--- src/rtl/stopwatch_pkg.sv ---
// Shared definitions for the stopwatch controller.
//   state_t     : FSM state encoding, also exported on the state port
//   CLK_HZ      : default input clock frequency
//   TICK_HZ     : default count-tick rate (one tick per 10 ms)
//   DB_CYCLES   : default number of stable samples needed to accept a key change
//   next_state(): start/display transition rules (reset handled by the caller)
package stopwatch_pkg;

  localparam int unsigned CLK_HZ    = 50_000_000;
  localparam int unsigned TICK_HZ   = 100;
  localparam int unsigned DB_CYCLES = 255;

  typedef enum logic [2:0] {
    S_IDLE      = 3'd0,
    S_RUN       = 3'd1,
    S_PAUSE     = 3'd2,
    S_LAP       = 3'd3,
    S_LAP_PAUSE = 3'd4
  } state_t;

  // Start wins over display; a display event arriving with a start event is dropped.
  function automatic state_t next_state(state_t s, logic start, logic disp);
    state_t n;
    n = s;
    if (start) begin
      case (s)
        S_IDLE:      n = S_RUN;
        S_RUN:       n = S_PAUSE;
        S_PAUSE:     n = S_RUN;
        S_LAP:       n = S_LAP_PAUSE;
        S_LAP_PAUSE: n = S_LAP;
        default:     n = S_IDLE;
      endcase
    end else if (disp) begin
      case (s)
        S_IDLE:      n = S_IDLE;
        S_RUN:       n = S_LAP;
        S_LAP:       n = S_RUN;
        S_PAUSE:     n = S_LAP_PAUSE;
        S_LAP_PAUSE: n = S_PAUSE;
        default:     n = S_IDLE;
      endcase
    end
    return n;
  endfunction

endpackage

--- src/rtl/stopwatch_ctrl_if.sv ---
// Key inputs and control outputs of the stopwatch controller.
//   key_reset, key_start_pause, key_display_stop : raw buttons, 0 = pressed
//   cnt_tick    : one-cycle pulse, advance time counters by 10 ms
//   cnt_clr     : one-cycle pulse, clear time counters
//   disp_follow : 1 = display tracks counters, 0 = display frozen
//   running     : 1 while time advances
//   state       : FSM state encoding
// master drives the keys and observes the outputs; slave is the controller.
interface stopwatch_ctrl_if;
  logic       key_reset;
  logic       key_start_pause;
  logic       key_display_stop;
  logic       cnt_tick;
  logic       cnt_clr;
  logic       disp_follow;
  logic       running;
  logic [2:0] state;

  modport master (
    output key_reset, key_start_pause, key_display_stop,
    input  cnt_tick, cnt_clr, disp_follow, running, state
  );

  modport slave (
    input  key_reset, key_start_pause, key_display_stop,
    output cnt_tick, cnt_clr, disp_follow, running, state
  );
endinterface

--- src/rtl/stopwatch_ctrl_debounce.sv ---
// Button conditioner: 2-flop synchronizer, run-length debouncer and
// press-pulse generator for one active-low key.
//   clk, rst : clock and asynchronous active-high reset
//   key_i    : raw key, 0 = pressed, asynchronous to clk
//   press_o  : one-cycle pulse on the debounced 1->0 transition
module key_debounce #(
  parameter int unsigned DB_CYCLES = stopwatch_pkg::DB_CYCLES
) (
  input  logic clk,
  input  logic rst,
  input  logic key_i,
  output logic press_o
);

  localparam int unsigned CW = $clog2(DB_CYCLES + 1);

  logic          sync1_q;
  logic          sync2_q;
  logic          level_q;
  logic          press_q;
  logic [CW-1:0] cnt_q;

  always_ff @(posedge clk or posedge rst) begin
    if (rst) begin
      sync1_q <= 1'b1;
      sync2_q <= 1'b1;
      level_q <= 1'b1;
      press_q <= 1'b0;
      cnt_q   <= '0;
    end else begin
      sync1_q <= key_i;
      sync2_q <= sync1_q;
      press_q <= 1'b0;
      if (sync2_q == level_q) begin
        cnt_q <= '0;
      end else if (cnt_q == CW'(DB_CYCLES - 1)) begin
        // DB_CYCLES-th consecutive differing sample: accept it. The pulse is
        // registered on the same edge so it appears with the new level.
        cnt_q   <= '0;
        level_q <= sync2_q;
        press_q <= ~sync2_q;
      end else begin
        cnt_q <= cnt_q + CW'(1);
      end
    end
  end

  assign press_o = press_q;

endmodule

--- src/rtl/stopwatch_ctrl.sv ---
// Stopwatch control FSM with key conditioning and 10 ms tick prescaler.
//   clk, rst : clock and asynchronous active-high reset
//   bus      : stopwatch_ctrl_if.slave (keys in; cnt_tick, cnt_clr,
//              disp_follow, running, state out)
module stopwatch_ctrl #(
  parameter int unsigned CLK_HZ    = stopwatch_pkg::CLK_HZ,
  parameter int unsigned TICK_HZ   = stopwatch_pkg::TICK_HZ,
  parameter int unsigned DB_CYCLES = stopwatch_pkg::DB_CYCLES
) (
  input logic             clk,
  input logic             rst,
  stopwatch_ctrl_if.slave bus
);
  import stopwatch_pkg::*;

  localparam int unsigned DIV = CLK_HZ / TICK_HZ;
  localparam int unsigned PW  = (DIV > 1) ? $clog2(DIV) : 1;

  logic press_rst;
  logic press_start;
  logic press_disp;

  key_debounce #(.DB_CYCLES(DB_CYCLES)) u_db_reset (
    .clk(clk), .rst(rst), .key_i(bus.key_reset), .press_o(press_rst)
  );
  key_debounce #(.DB_CYCLES(DB_CYCLES)) u_db_start (
    .clk(clk), .rst(rst), .key_i(bus.key_start_pause), .press_o(press_start)
  );
  key_debounce #(.DB_CYCLES(DB_CYCLES)) u_db_disp (
    .clk(clk), .rst(rst), .key_i(bus.key_display_stop), .press_o(press_disp)
  );

  state_t        state_q;
  logic [PW-1:0] presc_q;
  logic          tick_q;
  logic          clr_q;
  logic          run;

  assign run = (state_q == S_RUN) || (state_q == S_LAP);

  always_ff @(posedge clk or posedge rst) begin
    if (rst) begin
      state_q <= S_IDLE;
      presc_q <= '0;
      tick_q  <= 1'b0;
      clr_q   <= 1'b0;
    end else begin
      tick_q <= 1'b0;
      clr_q  <= 1'b0;
      if (press_rst) begin
        // Reset press wins over everything, including a tick due this edge.
        state_q <= S_IDLE;
        presc_q <= '0;
        clr_q   <= 1'b1;
      end else begin
        state_q <= next_state(state_q, press_start, press_disp);
        // Pause states simply hold presc_q, so resume keeps sub-tick phase.
        if (run) begin
          if (presc_q == PW'(DIV - 1)) begin
            presc_q <= '0;
            tick_q  <= 1'b1;
          end else begin
            presc_q <= presc_q + PW'(1);
          end
        end
      end
    end
  end

  assign bus.state       = state_q;
  assign bus.running     = run;
  assign bus.disp_follow = !((state_q == S_LAP) || (state_q == S_LAP_PAUSE));
  assign bus.cnt_tick    = tick_q;
  assign bus.cnt_clr     = clr_q;

endmodule

--- src/flat_wrapper.sv ---
// flat-port wrapper written by rule: the top's interface ports become plain ports
module stopwatch_ctrl_flat import stopwatch_pkg::*;
#(
  parameter int unsigned CLK_HZ    = stopwatch_pkg::CLK_HZ,
  parameter int unsigned TICK_HZ   = stopwatch_pkg::TICK_HZ,
  parameter int unsigned DB_CYCLES = stopwatch_pkg::DB_CYCLES
)
  (clk, rst, bus_key_reset, bus_key_start_pause, bus_key_display_stop, bus_cnt_tick, bus_cnt_clr, bus_disp_follow, bus_running, bus_state);
  stopwatch_ctrl_if bus_i ();
  input logic clk;
  input logic rst;
  input wire logic [$bits(bus_i.key_reset)-1:0] bus_key_reset;
  input wire logic [$bits(bus_i.key_start_pause)-1:0] bus_key_start_pause;
  input wire logic [$bits(bus_i.key_display_stop)-1:0] bus_key_display_stop;
  output wire logic [$bits(bus_i.cnt_tick)-1:0] bus_cnt_tick;
  output wire logic [$bits(bus_i.cnt_clr)-1:0] bus_cnt_clr;
  output wire logic [$bits(bus_i.disp_follow)-1:0] bus_disp_follow;
  output wire logic [$bits(bus_i.running)-1:0] bus_running;
  output wire logic [$bits(bus_i.state)-1:0] bus_state;
  assign bus_i.key_reset = bus_key_reset;
  assign bus_i.key_start_pause = bus_key_start_pause;
  assign bus_i.key_display_stop = bus_key_display_stop;
  assign bus_cnt_tick = bus_i.cnt_tick;
  assign bus_cnt_clr = bus_i.cnt_clr;
  assign bus_disp_follow = bus_i.disp_follow;
  assign bus_running = bus_i.running;
  assign bus_state = bus_i.state;
  stopwatch_ctrl #(.CLK_HZ(CLK_HZ), .TICK_HZ(TICK_HZ), .DB_CYCLES(DB_CYCLES)) u_core (.clk(clk), .rst(rst), .bus(bus_i));
endmodule
--- config.mk ---
export PLATFORM = sky130hd
export DESIGN_NAME = stopwatch_ctrl_flat
export DESIGN_NICKNAME = d
export VERILOG_FILES = /design/src/rtl/stopwatch_pkg.sv /design/src/rtl/stopwatch_ctrl_if.sv /design/src/rtl/stopwatch_ctrl_debounce.sv /design/src/rtl/stopwatch_ctrl.sv /design/src/flat_wrapper.sv
export SDC_FILE = /design/constraint.sdc
export NUM_CORES = 1
export LEC_CHECK = 0
export ABC_AREA = 1
export CAP_MARGIN = 0
export CORE_UTILIZATION = 44
export CTS_CLUSTER_DIAMETER = 120
export DETAILED_ROUTE_END_ITERATION = 7
export PLACE_DENSITY = 0.73
export SLEW_MARGIN = 40
export SYNTH_ARGS = -nofsm -noshare
export SYNTH_HDL_FRONTEND = slang
export SYNTH_SLANG_ARGS = --single-unit
export TNS_END_PERCENT = 1
--- constraint.sdc ---
create_clock -name clk -period 4.5 [get_ports clk]
set_input_delay 0.675 -clock clk [delete_from_list [all_inputs] [get_ports clk]]
set_output_delay 0.675 -clock clk [all_outputs]
set_load 0.02 [all_outputs]
# Word-level counts from Yosys, hierarchy flattened

Cells that the tools add are included.

Input bits: 5
Output and inout port bits: 7
Word-level logic and storage cells: 74
Register bits after elaboration: 60

Add/sub/neg operators: 4
Mux-type cells: 24
Equal/unequal tests: 11
Bitwise operators: 6
Reduce and logical (&&, ||, !) cells: 10

Operator list:

| cell                                                                  | count |
|---|---|
| 19-bit 2-to-1 mux                                                     | 3 |
| 8-bit 2-to-1 mux                                                      | 6 |
| 8-bit by 1-bit adder with 8-bit output, second input constant         | 3 |
| 8-bit equality test, second input constant                            | 3 |
| 3-bit one-hot mux with 4 select lines                                 | 2 |
| 19-bit by 1-bit adder with 19-bit output, second input constant       | 1 |
| 19-bit equality test, second input constant                           | 1 |
| 1-bit 2-to-1 mux                                                      | 10 |
| 3-bit 2-to-1 mux                                                      | 3 |
| 3-bit by 2-bit equality test with 1-bit output, second input constant | 2 |
| 1-bit NOT                                                             | 6 |
| 2-bit AND reduction                                                   | 3 |
| 1-bit equality test                                                   | 3 |
| 3-bit by 1-bit equality test with 1-bit output, second input constant | 1 |
| 3-bit equality test, second input constant                            | 1 |
| 3-bit zero test                                                       | 1 |
| 3-bit nonzero test                                                    | 1 |
| 1-bit logical OR                                                      | 2 |
| 2-bit nonzero test                                                    | 1 |
| 2-bit OR reduction                                                    | 1 |
| 1-bit zero test                                                       | 1 |

# Longest topological paths before layout

Depth in word-level cells: 5
Mapped depth: 9
Gate-level depth less buffers: 9

# Hierarchy

A second synthesis with hierarchy kept.

Cell total of the unflattened synthesis: 383
Area total of the unflattened synthesis: 3203.1 um2

By module, submodules not included:

| module         | times used | area an instance (um2) | cells an instance | sequential area each (um2) |
|---|---|---|---|---|
| key_debounce   | 3          | 549.3                  | 57                | 304.0 |
| stopwatch_ctrl | 1          | 1555.2                 | 212               | 600.6 |

# Worst setup path before layout

No wires, ideal clock.

Path kind: register to output
From: register u_core.state_q[0], in the netlist u_core.bus.state[0]
To: output port bus_disp_follow
Data required time: 3.825 ns
Path buffers: 0
Cell stages (with the launch flop): 3
Arrival time: 0.957 ns
Path slack: 2.868 ns
Path through: dfrtp_1 -> o21ai_0 -> nand2_1

Word-level cells in the longest chain between the ends: 3
Elaborated cells on any way between the ends: 4
Those cells by class: eq/ne: 2; reduce/logical: 2

RTL lines:

| element                                                                                      | RTL line             | RTL |
|---|---|---|
| from (decl)                                                                                  | stopwatch_ctrl.sv:33 | `state_t state_q;` |
| from (signal assigned)                                                                       | stopwatch_ctrl.sv:56 | `state_q <= next_state(state_q, press_start, press_disp);` |
| 3-bit by 2-bit equality test with 1-bit output / 3-bit equality test (equally long branches) | stopwatch_ctrl.sv:72 | `assign bus.disp_follow = !((state_q == S_LAP) \|\| (state_q == S_LAP_PAUSE));` |
| 1-bit logical OR *                                                                           | stopwatch_ctrl.sv:72 |  |
| 1-bit zero test *                                                                            | stopwatch_ctrl.sv:72 |  |
| to (decl)                                                                                    | flat_wrapper.sv:17   | `output wire logic [$bits(bus_i.disp_follow)-1:0] bus_disp_follow;` |

Mark *: on every way between the ends. The rest lies on a longest branch, timed or not.

# Final worst setup path

Ends and elaborated chain as after synthesis.

==> impl_metrics.py <==
metrics = {
    "yosys": {
        "synthMuxAreaShare": 0,
        "yosys_warnings": 0,
        "synth_largest_area_cell": "dfrtp_1",
        "synth_compound_area_frac": 0.0469,
        "yosysMostFrequentCell": "nand2_1",
        "synth_area_leaders": "dfrtp_1 42%, nand2_1 8.5%, dfstp_2 7.8%",
        "async_reset_ff_frac": 1.00,
        "syn_area_um2": 3040,
        "synth-simple-area-share": 0.296,
        "avgSynthCellArea_um2": 8.36,
        "synth_top_area_frac": 0.419,
        "synth_top_family_by_area": "simple AND/OR/NAND/NOR gates",
        "synth-xor-area-share": 0.0547,
        "synth_cell_types": 34,
        "synth_common_cells": "69 x nand2_1, 59 x nor2_1, 51 x dfrtp_1, 44 x inv_1, 25 x nand3_1",
        "synth_top_flop_cell": "dfrtp_1",
        "seq_area_frac_synth": 0.497,
        "syn_inst": 364,
        "synth-adder-area-share": 0.0288,
        "synth_nets": 376,
        "synth_edf_count": 0,
        "ys_seq_elements": 60,
    },
    "layout": {
        "n_antenna_cell": 0,
        "finalNonFillerCells": 466,
        "syn2layout_area_growth_pct": 12.0,
        "nets": 396,
        "layout-drive-gt1-share": 0.139,
        "finalCoreUtilization": 0.525,
    },
    "setup_path": {
        "cp.required_ns": 3.83,
        "endpoint_kind": "primary output",
        "worstPathMaxFanout": 6,
        "crit_arrival_ns": 1.77,
        "start_kind": "flip-flop",
        "critPathKind": "reg -> out",
    },
    "global_route": {
        "grt_start_max_net_pins": 40,
        "grt-ovfl-total": 0,
        "grt_pass1_vias": 2228,
        "grt_use_met2": 0.282,
        "grt_usage": 0.180,
        "grt_use_met1": 0.235,
        "grt_pass1_wl_um": 10100,
        "antenna_found_initial": 0,
        "grt_use_met3": 0.0516,
        "grt-busiest-layer": "met2",
    },
    "floorplan": {
        "io_pins": 12,
        "initial_core_util": 0.469,
        "core_region_area_um2": 6490,
        "num_rows": 29,
        "fp.dieH_um": 85.2,
        "die_area_um2": 7250,
        "fp.dieW_um": 85.2,
    },
    "clocking": {
        "cts_num_sinks": 60,
        "clock_path_buffers": 2,
        "numCtsBuffers": 9,
        "htreeDepth": 3,
        "hold_buffers": 0,
        "cts_resized": 0,
        "cts_setup_buffers": 0,
        "cts.clk_slew.worst_paths_ns": 0.06,
        "cts_root_buf": "clkbuf_8",
        "cts_tree": "yes",
        "clk_latency_ns": 0.33,
    },
    "timing": {
        "hold_viol": 0,
        "max_slew_margin": 0.577,
        "setup_ws_ns": 2.05,
        "finalCritPeriodShare": 0.544,
        "finalSetupViolCount": 0,
        "rsz0062_at_grt": "no",
        "finalCriticalPeriod_ns": 2.45,
        "tightestPinTransition_ns": 0.634,
        "maxSlewViolCount": 0,
        "finalSetupTns_ns": 0,
        "fmax_mhz": 409,
        "fin_worst_skew_ns": 0.00817,
    },
    "detailed_routing": {
        "drcViolationCount": 0,
        "wl_um": 5710,
        "postRouteAntennaNets": 0,
        "drt_iter0_drc": 138,
        "firstDrtPassIters": 4,
        "wl_per_cell_um": 12.2,
        "vias": 2326,
        "viasPerCell": 4.99,
    },
    "placed_design": {
        "dp_hpwl_um": 4140,
        "dp.cells": 450,
        "routabilityCongestion": 0.840,
        "place_ws_ns": 2.43,
        "port_buffers": 11,
    },
    "run_status": {
        "status": "complete, no violations",
    },
    "job": {
        "maxCapViolCount": 0,
    },
    "power": {
        "p_leak_nw": 1.59,
        "ir_drop_mv": 0.256,
        "p_per_area_nw_per_um2": 308,
    },
    "hold_path": {
        "hold_path.class": "reg -> reg",
    },
}
[layout by cell type (no fill, tap or decap), drive strengths merged, types with 11 or more instances in the layout]
cell type / n
nand3: 27
dfrtp: 51
xor2: 15
clkbuf: 11
o21ai: 15
nor2: 73
nand2: 72
nand4: 14
inv: 52
clkdlybuf4s50: 11
[report_power, final]
group / total [mW] / leakage [nW] / switching (mW) / internal, mW
Clock: 0.458 / 0.0931 / 0.205 / 0.253
Combinational: 0.0335 / 0.697 / 0.0213 / 0.0122
Sequential: 0.559 / 0.799 / 0.00774 / 0.551
Total: 1.05 / 1.59 / 0.234 / 0.816
[critical path: stages, from the launching register on]
cell,delay (ns)
dfrtp_1,0.43
o21ai_0,0.36
nand2_1,0.10
clkdlybuf4s50_1,0.55
[through the flow]
stage / power, mW / hold slack [ns] / cell area [µm²]
CTS: 1.07 / 0.358 / 3410
global route: 1.10 / 0.359 / 3410
global placement: 0.601 / 0.346 / 3230
finish: 1.05 / 0.355 / 3410
detailed placement: 0.603 / 0.348 / 3230
floorplan: 0.591 / 0.345 / 3040
[flip-flops by register name, summed over array words and instances (netlist names), 3 cells and up]
name,flops
u_core.bus.state,3
u_core.presc_q,19
u_core.u_db_reset.cnt_q,8
u_core.u_db_disp.cnt_q,8
u_core.u_db_start.cnt_q,8
[routing by layer]
layer | vias up | routed length, µm
met5 | - | 0
met4 | 0 | 85
met3 | 12 | 185
li1 | 1185 | -
met2 | 36 | 2690
met1 | 1093 | 2750
[final timing paths]
path	to	cells after the start	from	slack (ns)
max in group asynchronous	u_core.u_db_reset.sync2_q$_DFF_PP1_	3	rst	3.02
setup / recovery	bus_disp_follow	3	u_core.bus.state[0]$_DFFE_PP0P_	2.05
hold reg to reg	u_core.u_db_start.sync2_q$_DFF_PP1_	0	u_core.u_db_start.sync1_q$_DFF_PP1_	0.35
min in group asynchronous	u_core.bus.state[0]$_DFFE_PP0P_	2	rst	0.73
setup reg to reg	u_core.presc_q[10]$_DFFE_PP0P_	6	u_core.u_db_reset.press_o$_DFF_PP0_	2.89
hold / removal	u_core.u_db_start.sync2_q$_DFF_PP1_	0	u_core.u_db_start.sync1_q$_DFF_PP1_	0.35
[final cells by class]
type,count,area [µm²]
multi-input cells,247,1300
well taps,77,96.3
flip-flops and latches,60,1510
inverters,54,204
clock buffers,11,131
clock inverters,5,52.6
repair buffers,12,118
fillers,579,3080
[kinds of logic (layout without fill, tap and decap cells)]
logic type,count (synthesis),in the layout
buffers and inverters,57,82
xor gates and xnor gates,19,19
AOI/OAI and AO/OA,25,25
DFF,60,60
adders and majority gates,7,7
and+or+nand+nor,196,196
(Power assumes the default switching activity.)
